## src/rtl/synchronous_fifo_controller_pkg.sv

```systemverilog
// Shared helpers for the synchronous FIFO controller: pointer wrap and fill-level arithmetic.
package synchronous_fifo_controller_pkg;

    // Next index of a pointer that counts 0..depth-1 and then wraps.
    function automatic int unsigned wrap_increment(input int unsigned index,
                                                   input int unsigned depth);
        return (index == depth - 1) ? 0 : index + 1;
    endfunction

    // Laps differing means the writer is one lap ahead, so the span crosses the wrap point.
    function automatic int unsigned fifo_level(input int unsigned write_index,
                                               input int unsigned read_index,
                                               input logic        laps_differ,
                                               input int unsigned depth);
        return laps_differ ? depth + write_index - read_index : write_index - read_index;
    endfunction

endpackage

```

## src/rtl/synchronous_fifo_controller_pointer.sv

```systemverilog
// FIFO pointer: index counting modulo DEPTH plus a lap bit that toggles on every wrap.
module fifo_pointer_counter
    import synchronous_fifo_controller_pkg::*;
#(
    parameter  int unsigned DEPTH      = 4,
    localparam int unsigned DEPTH_LOG2 = $clog2(DEPTH)
) (
    input  logic                  clock,
    input  logic                  resetn,
    input  logic                  enable,
    output logic [DEPTH_LOG2-1:0] index,
    output logic                  lap
);

    logic [DEPTH_LOG2-1:0] index_q, index_d;
    logic                  lap_q, lap_d;

    always_comb begin
        index_d = index_q;
        lap_d   = lap_q;
        if (enable) begin
            index_d = DEPTH_LOG2'(wrap_increment(32'(index_q), DEPTH));
            if (index_q == DEPTH_LOG2'(DEPTH - 1)) begin
                lap_d = ~lap_q;
            end
        end
    end

    always_ff @(posedge clock) begin
        if (!resetn) begin
            index_q <= '0;
            lap_q   <= 1'b0;
        end else begin
            index_q <= index_d;
            lap_q   <= lap_d;
        end
    end

    assign index = index_q;
    assign lap   = lap_q;

endmodule

```

## src/rtl/synchronous_fifo_controller.sv

```systemverilog
// Single-clock FIFO controller driving an external simple dual-port RAM with combinational read.
module synchronous_fifo_controller
    import synchronous_fifo_controller_pkg::*;
#(
    parameter  int unsigned WIDTH       = 8,
    parameter  int unsigned DEPTH       = 4,
    localparam int unsigned DEPTH_LOG2  = $clog2(DEPTH),
    localparam int unsigned LEVEL_WIDTH = $clog2(DEPTH + 1)
) (
    input  logic                   clock,
    input  logic                   resetn,
    input  logic                   write_enable,
    input  logic [WIDTH-1:0]       write_data,
    output logic                   write_full,
    output logic                   write_miss,
    input  logic                   read_enable,
    output logic [WIDTH-1:0]       read_data,
    output logic                   read_empty,
    output logic                   read_error,
    output logic [LEVEL_WIDTH-1:0] level,
    output logic                   memory_clock,
    output logic                   memory_write_enable,
    output logic [DEPTH_LOG2-1:0]  memory_write_address,
    output logic [WIDTH-1:0]       memory_write_data,
    output logic                   memory_read_enable,
    output logic [DEPTH_LOG2-1:0]  memory_read_address,
    input  logic [WIDTH-1:0]       memory_read_data
);

    logic [DEPTH_LOG2-1:0] write_index, read_index;
    logic                  write_lap, read_lap;
    logic                  push_accept, pop_accept;
    logic                  write_miss_q, write_miss_d;
    logic                  read_error_q, read_error_d;

    // Gating with resetn keeps the RAM untouched while reset is asserted.
    assign push_accept = resetn && write_enable && !write_full;
    assign pop_accept  = resetn && read_enable && !read_empty;

    fifo_pointer_counter #(
        .DEPTH (DEPTH)
    ) u_write_pointer (
        .clock  (clock),
        .resetn (resetn),
        .enable (push_accept),
        .index  (write_index),
        .lap    (write_lap)
    );

    fifo_pointer_counter #(
        .DEPTH (DEPTH)
    ) u_read_pointer (
        .clock  (clock),
        .resetn (resetn),
        .enable (pop_accept),
        .index  (read_index),
        .lap    (read_lap)
    );

    assign read_empty = (write_index == read_index) && (write_lap == read_lap);
    assign write_full = (write_index == read_index) && (write_lap != read_lap);
    assign level      = LEVEL_WIDTH'(fifo_level(32'(write_index), 32'(read_index),
                                                write_lap != read_lap, DEPTH));

    always_comb begin
        write_miss_d = write_enable && write_full;
        read_error_d = read_enable && read_empty;
    end

    always_ff @(posedge clock) begin
        if (!resetn) begin
            write_miss_q <= 1'b0;
            read_error_q <= 1'b0;
        end else begin
            write_miss_q <= write_miss_d;
            read_error_q <= read_error_d;
        end
    end

    assign write_miss = write_miss_q;
    assign read_error = read_error_q;

    assign memory_clock         = clock;
    assign memory_write_enable  = push_accept;
    assign memory_write_address = write_index;
    assign memory_write_data    = write_data;
    assign memory_read_enable   = !read_empty;
    assign memory_read_address  = read_index;
    assign read_data            = memory_read_data;

endmodule

```

## config.mk

```make
export PLATFORM = sky130hd
export DESIGN_NAME = synchronous_fifo_controller
export DESIGN_NICKNAME = d
export VERILOG_FILES = /design/src/rtl/synchronous_fifo_controller_pkg.sv /design/src/rtl/synchronous_fifo_controller_pointer.sv /design/src/rtl/synchronous_fifo_controller.sv
export SDC_FILE = /design/constraint.sdc
export NUM_CORES = 1
export LEC_CHECK = 0
export ABC_AREA = 1
export CELL_PAD_IN_SITES_DETAIL_PLACEMENT = 1
export CELL_PAD_IN_SITES_GLOBAL_PLACEMENT = 1
export CORE_MARGIN = 5
export CORE_UTILIZATION = 20
export DETAILED_ROUTE_END_ITERATION = 16
export PLACE_DENSITY = 0.87
export SLEW_MARGIN = 20
export SYNTH_ARGS = -nofsm -noshare
export SYNTH_HDL_FRONTEND = slang
export SYNTH_HIERARCHICAL = 1
export SYNTH_SLANG_ARGS = --single-unit
```

## constraint.sdc

```tcl
create_clock -name clock -period 1.9 [get_ports clock]
set_clock_uncertainty 0.15 [all_clocks]
set_input_delay 0.19 -clock clock [delete_from_list [all_inputs] [get_ports clock]]
set_output_delay 0.19 -clock clock [all_outputs]
set_load 0.005 [all_outputs]
```

==> flow_summary.toml <==
[critical_path]
critPathArrivalTime_ps = 1590
cp_common_cell = "buf_6"
cp.required_ps = 1560
reg2reg_to = "u_read_pointer/index[0]"
crit_buf_inv = 4
crit_family = "adder cells"
critPathSlowestCell = "fa_2"
reg2reg_depth = 11
crit_type = "flop to output pin"
crit_path_end_kind = "output pin"
critPathLaunchType = "flop"
cp_cell_sequence = "buf_6 > buf_6 > fa_2 > inv_2 > buf_6"
cp_max_fo = 2
worst-path-stages = 5
r2r_start = "u_read_pointer/index[1]"
critPathMaxStageDelay_ps = 540
cp-startpoint = "u_read_pointer/index[1]"
regToRegSetupSlack_ps = 70
cp-endpoint = "level[1]"

[synth]
yosys_warnings = 6
synthCells = 89
ys_async_sr_fraction_pct = 0
syn_avg_cell_area_um2 = 6.917
synth-edff-count = 0
synth_cell_types = 15
ys_ff_latch = 8
synth_ff_type = "dfxtp_1"
ys_seq_area_share_pct = 26.02
synth_nets = 114
synth_area_um2 = 615.6

[placement]
post-place-ws_ps = -52.14
dpl_cell_area_um2 = 782.0
gp_congestion = 0.7650
numPlacedInstances = 133
portBuffers = 17
hpwl_um = 1303

[job]
cap_violations = 0

[route]
drt-met1-wl_um = 590
remaining_drc_errors = 0
viasPerCell = 4.207
top_layer_used = "met4"
dr.pass1.iters = 2
wl_met2_um = 877
vias = 589
wl_per_cell_um = 11.85
dr_wl_met3_um = 159
wl_um = 1659
antenna_left = 0
drtIter0Drc = 2

[power]
p_seq_share_pct = 28.2
intPower_uw = 452.5
p_sw_uw = 201.0
p_leak_nw = 0.4284
pwr-share-clk_pct = 39.9
combPwrFrac_pct = 31.9
ir_drop_mv = 0.3605
total_power_uw = 653.5
cellPowerDensity_mw_per_mm2 = 768.1
sw_frac_of_total_pct = 30.75

[sta]
fin_crit_ps = 1928
drv_slew = 0
holdWs_ps = 230.0
postLayoutSetupSlackWorst_ps = -27.56
worst_pin_slew_ps = 305.0
rsz0062_at_grt = "yes"
fmax_ghz = 0.5188
tns_ps = -27.56
fin_crit_sh_pct = 101.5
maxSlewHeadroom_pct = 79.67
setup_viol = 1
finalHoldViolations = 0

[layout]
syn2layout_area_growth_pct = 38.21
layout_commonest_cell = "nand2_1"
stdcell_area_um2 = 850.8
multi_input_area_um2 = 300.3
final_core_util_pct = 28.33
fillers = 390
final_cell_mix = "nand2_1 (21), inv_1 (9), clkdlybuf4s50_1 (9), buf_4 (9)"
regArea_um2 = 162.7
instances_no_fill = 140
num_antenna_cells = 0
drive_above_1_share_pct = 42.06
fin_nets = 134

[grt]
grt_first_pass_wirelength_um = 2746
grt_max_degree = 8
first_global_vias = 657
grt-ovfl-total = 0
track_usage_pct = 9.026
grt_antenna_before_repair = 0

[hold_path]
hp-class = "primary input to output pin"

[run_status]
status = "complete, but fails checks"
violations = "negative setup slack"

[clocking]
cts_tree = "done"
clk_pin_slew_worst_paths_ps = 60
clk_latency_ps = 380

[floorplanning]
die_area_mm2 = 0.004288
fp.dieH_um = 65.48
die_width_um = 65.48
start_util_pct = 20.50
io_pins = 50
core_mm2 = 0.003003
std_cell_rows = 20
-- routing by layer --
layer  GRT usage [%]  up-vias
li1                -      283
met1           7.018      283
met2           15.04       17
met3           5.641        6
met4           8.549        0
met5               0        -
-- worst min-delay path by stage --
stage / from / cells after the start / to / slack (ps)
after floorplan: clock / 1 / memory_clock / 120
after global placement: write_data[2] / 0 / memory_write_data[2] / 230
after detailed placement: write_data[2] / 0 / memory_write_data[2] / 230
after CTS: write_data[2] / 0 / memory_write_data[2] / 230
after global routing: write_data[6] / 0 / memory_write_data[6] / 230
final: write_data[1] / 0 / memory_write_data[1] / 230
-- synth_stat cells, types with 2 or more instances --
cell	n	area [um2]
inv_1	12	45.04
a21oi_1	3	15.01
dfxtp_1	8	160.2
buf_4	17	127.6
o21ai_0	2	10.01
nand2_2	2	12.51
nor2_2	4	25.02
nand2_1	23	86.33
inv_2	3	11.26
nand3_1	2	10.01
nor2_1	6	22.52
ha_1	4	50.05
-- flip-flops by register name, indices dropped and copies added, names as in the netlist --
| signal | count |
|---|---|
| read_error | 1 |
| u_read_pointer/index | 2 |
| u_read_pointer/lap | 1 |
| u_write_pointer/index | 2 |
| u_write_pointer/lap | 1 |
| write_miss | 1 |
-- layout make-up --
| type | instances | share of cell area (%) |
|---|---|---|
| Multi-Input combinational cell | 49 | 35.29 |
| Timing Repair Buffer | 28 | 27.79 |
| Sequential cell | 8 | 19.12 |
| Inverter | 15 | 6.618 |
| Clock buffer | 7 | 6.324 |
| Tap cell | 33 | 4.853 |
-- worst register-to-register path, cell delays in order, from the launching register on --
cell and delay [ps]:
dfxtp_2 340, inv_1 40, ha_1 270, nand2_1 70, inv_2 50, buf_6 120
buf_4 130, a21oi_2 280, inv_2 70, nand2_1 90, nand2_1 70, nor2_2 80
-- cell families after synthesis --
group	after synthesis	synth area share [%]
simple gates	38	27.23
buf+inv	32	29.88
flops	8	26.02
compound gates	6	5.487
fa+ha+maj	5	11.38
-- what timing repair did --
item                                    CTS  global route
endpoints found under the setup margin    9             4
endpoints found under the hold margin     0             0
hold buffers                              0             0
pin swaps                                 2             1
buffers inserted                          1             0
resized for setup                        34             5
-- power by group through the flow --
stage / Clock (mW) / Combinational, mW / Sequential (mW)
after floorplan: 0.0341 / 0.0988 / 0.190
after global placement: 0.0443 / 0.195 / 0.185
after detailed placement: 0.0443 / 0.204 / 0.186
after CTS: 0.271 / 0.207 / 0.184
after global routing: 0.291 / 0.231 / 0.186
final: 0.261 / 0.209 / 0.184
Note: power is estimated with default switching activity, not from simulation.
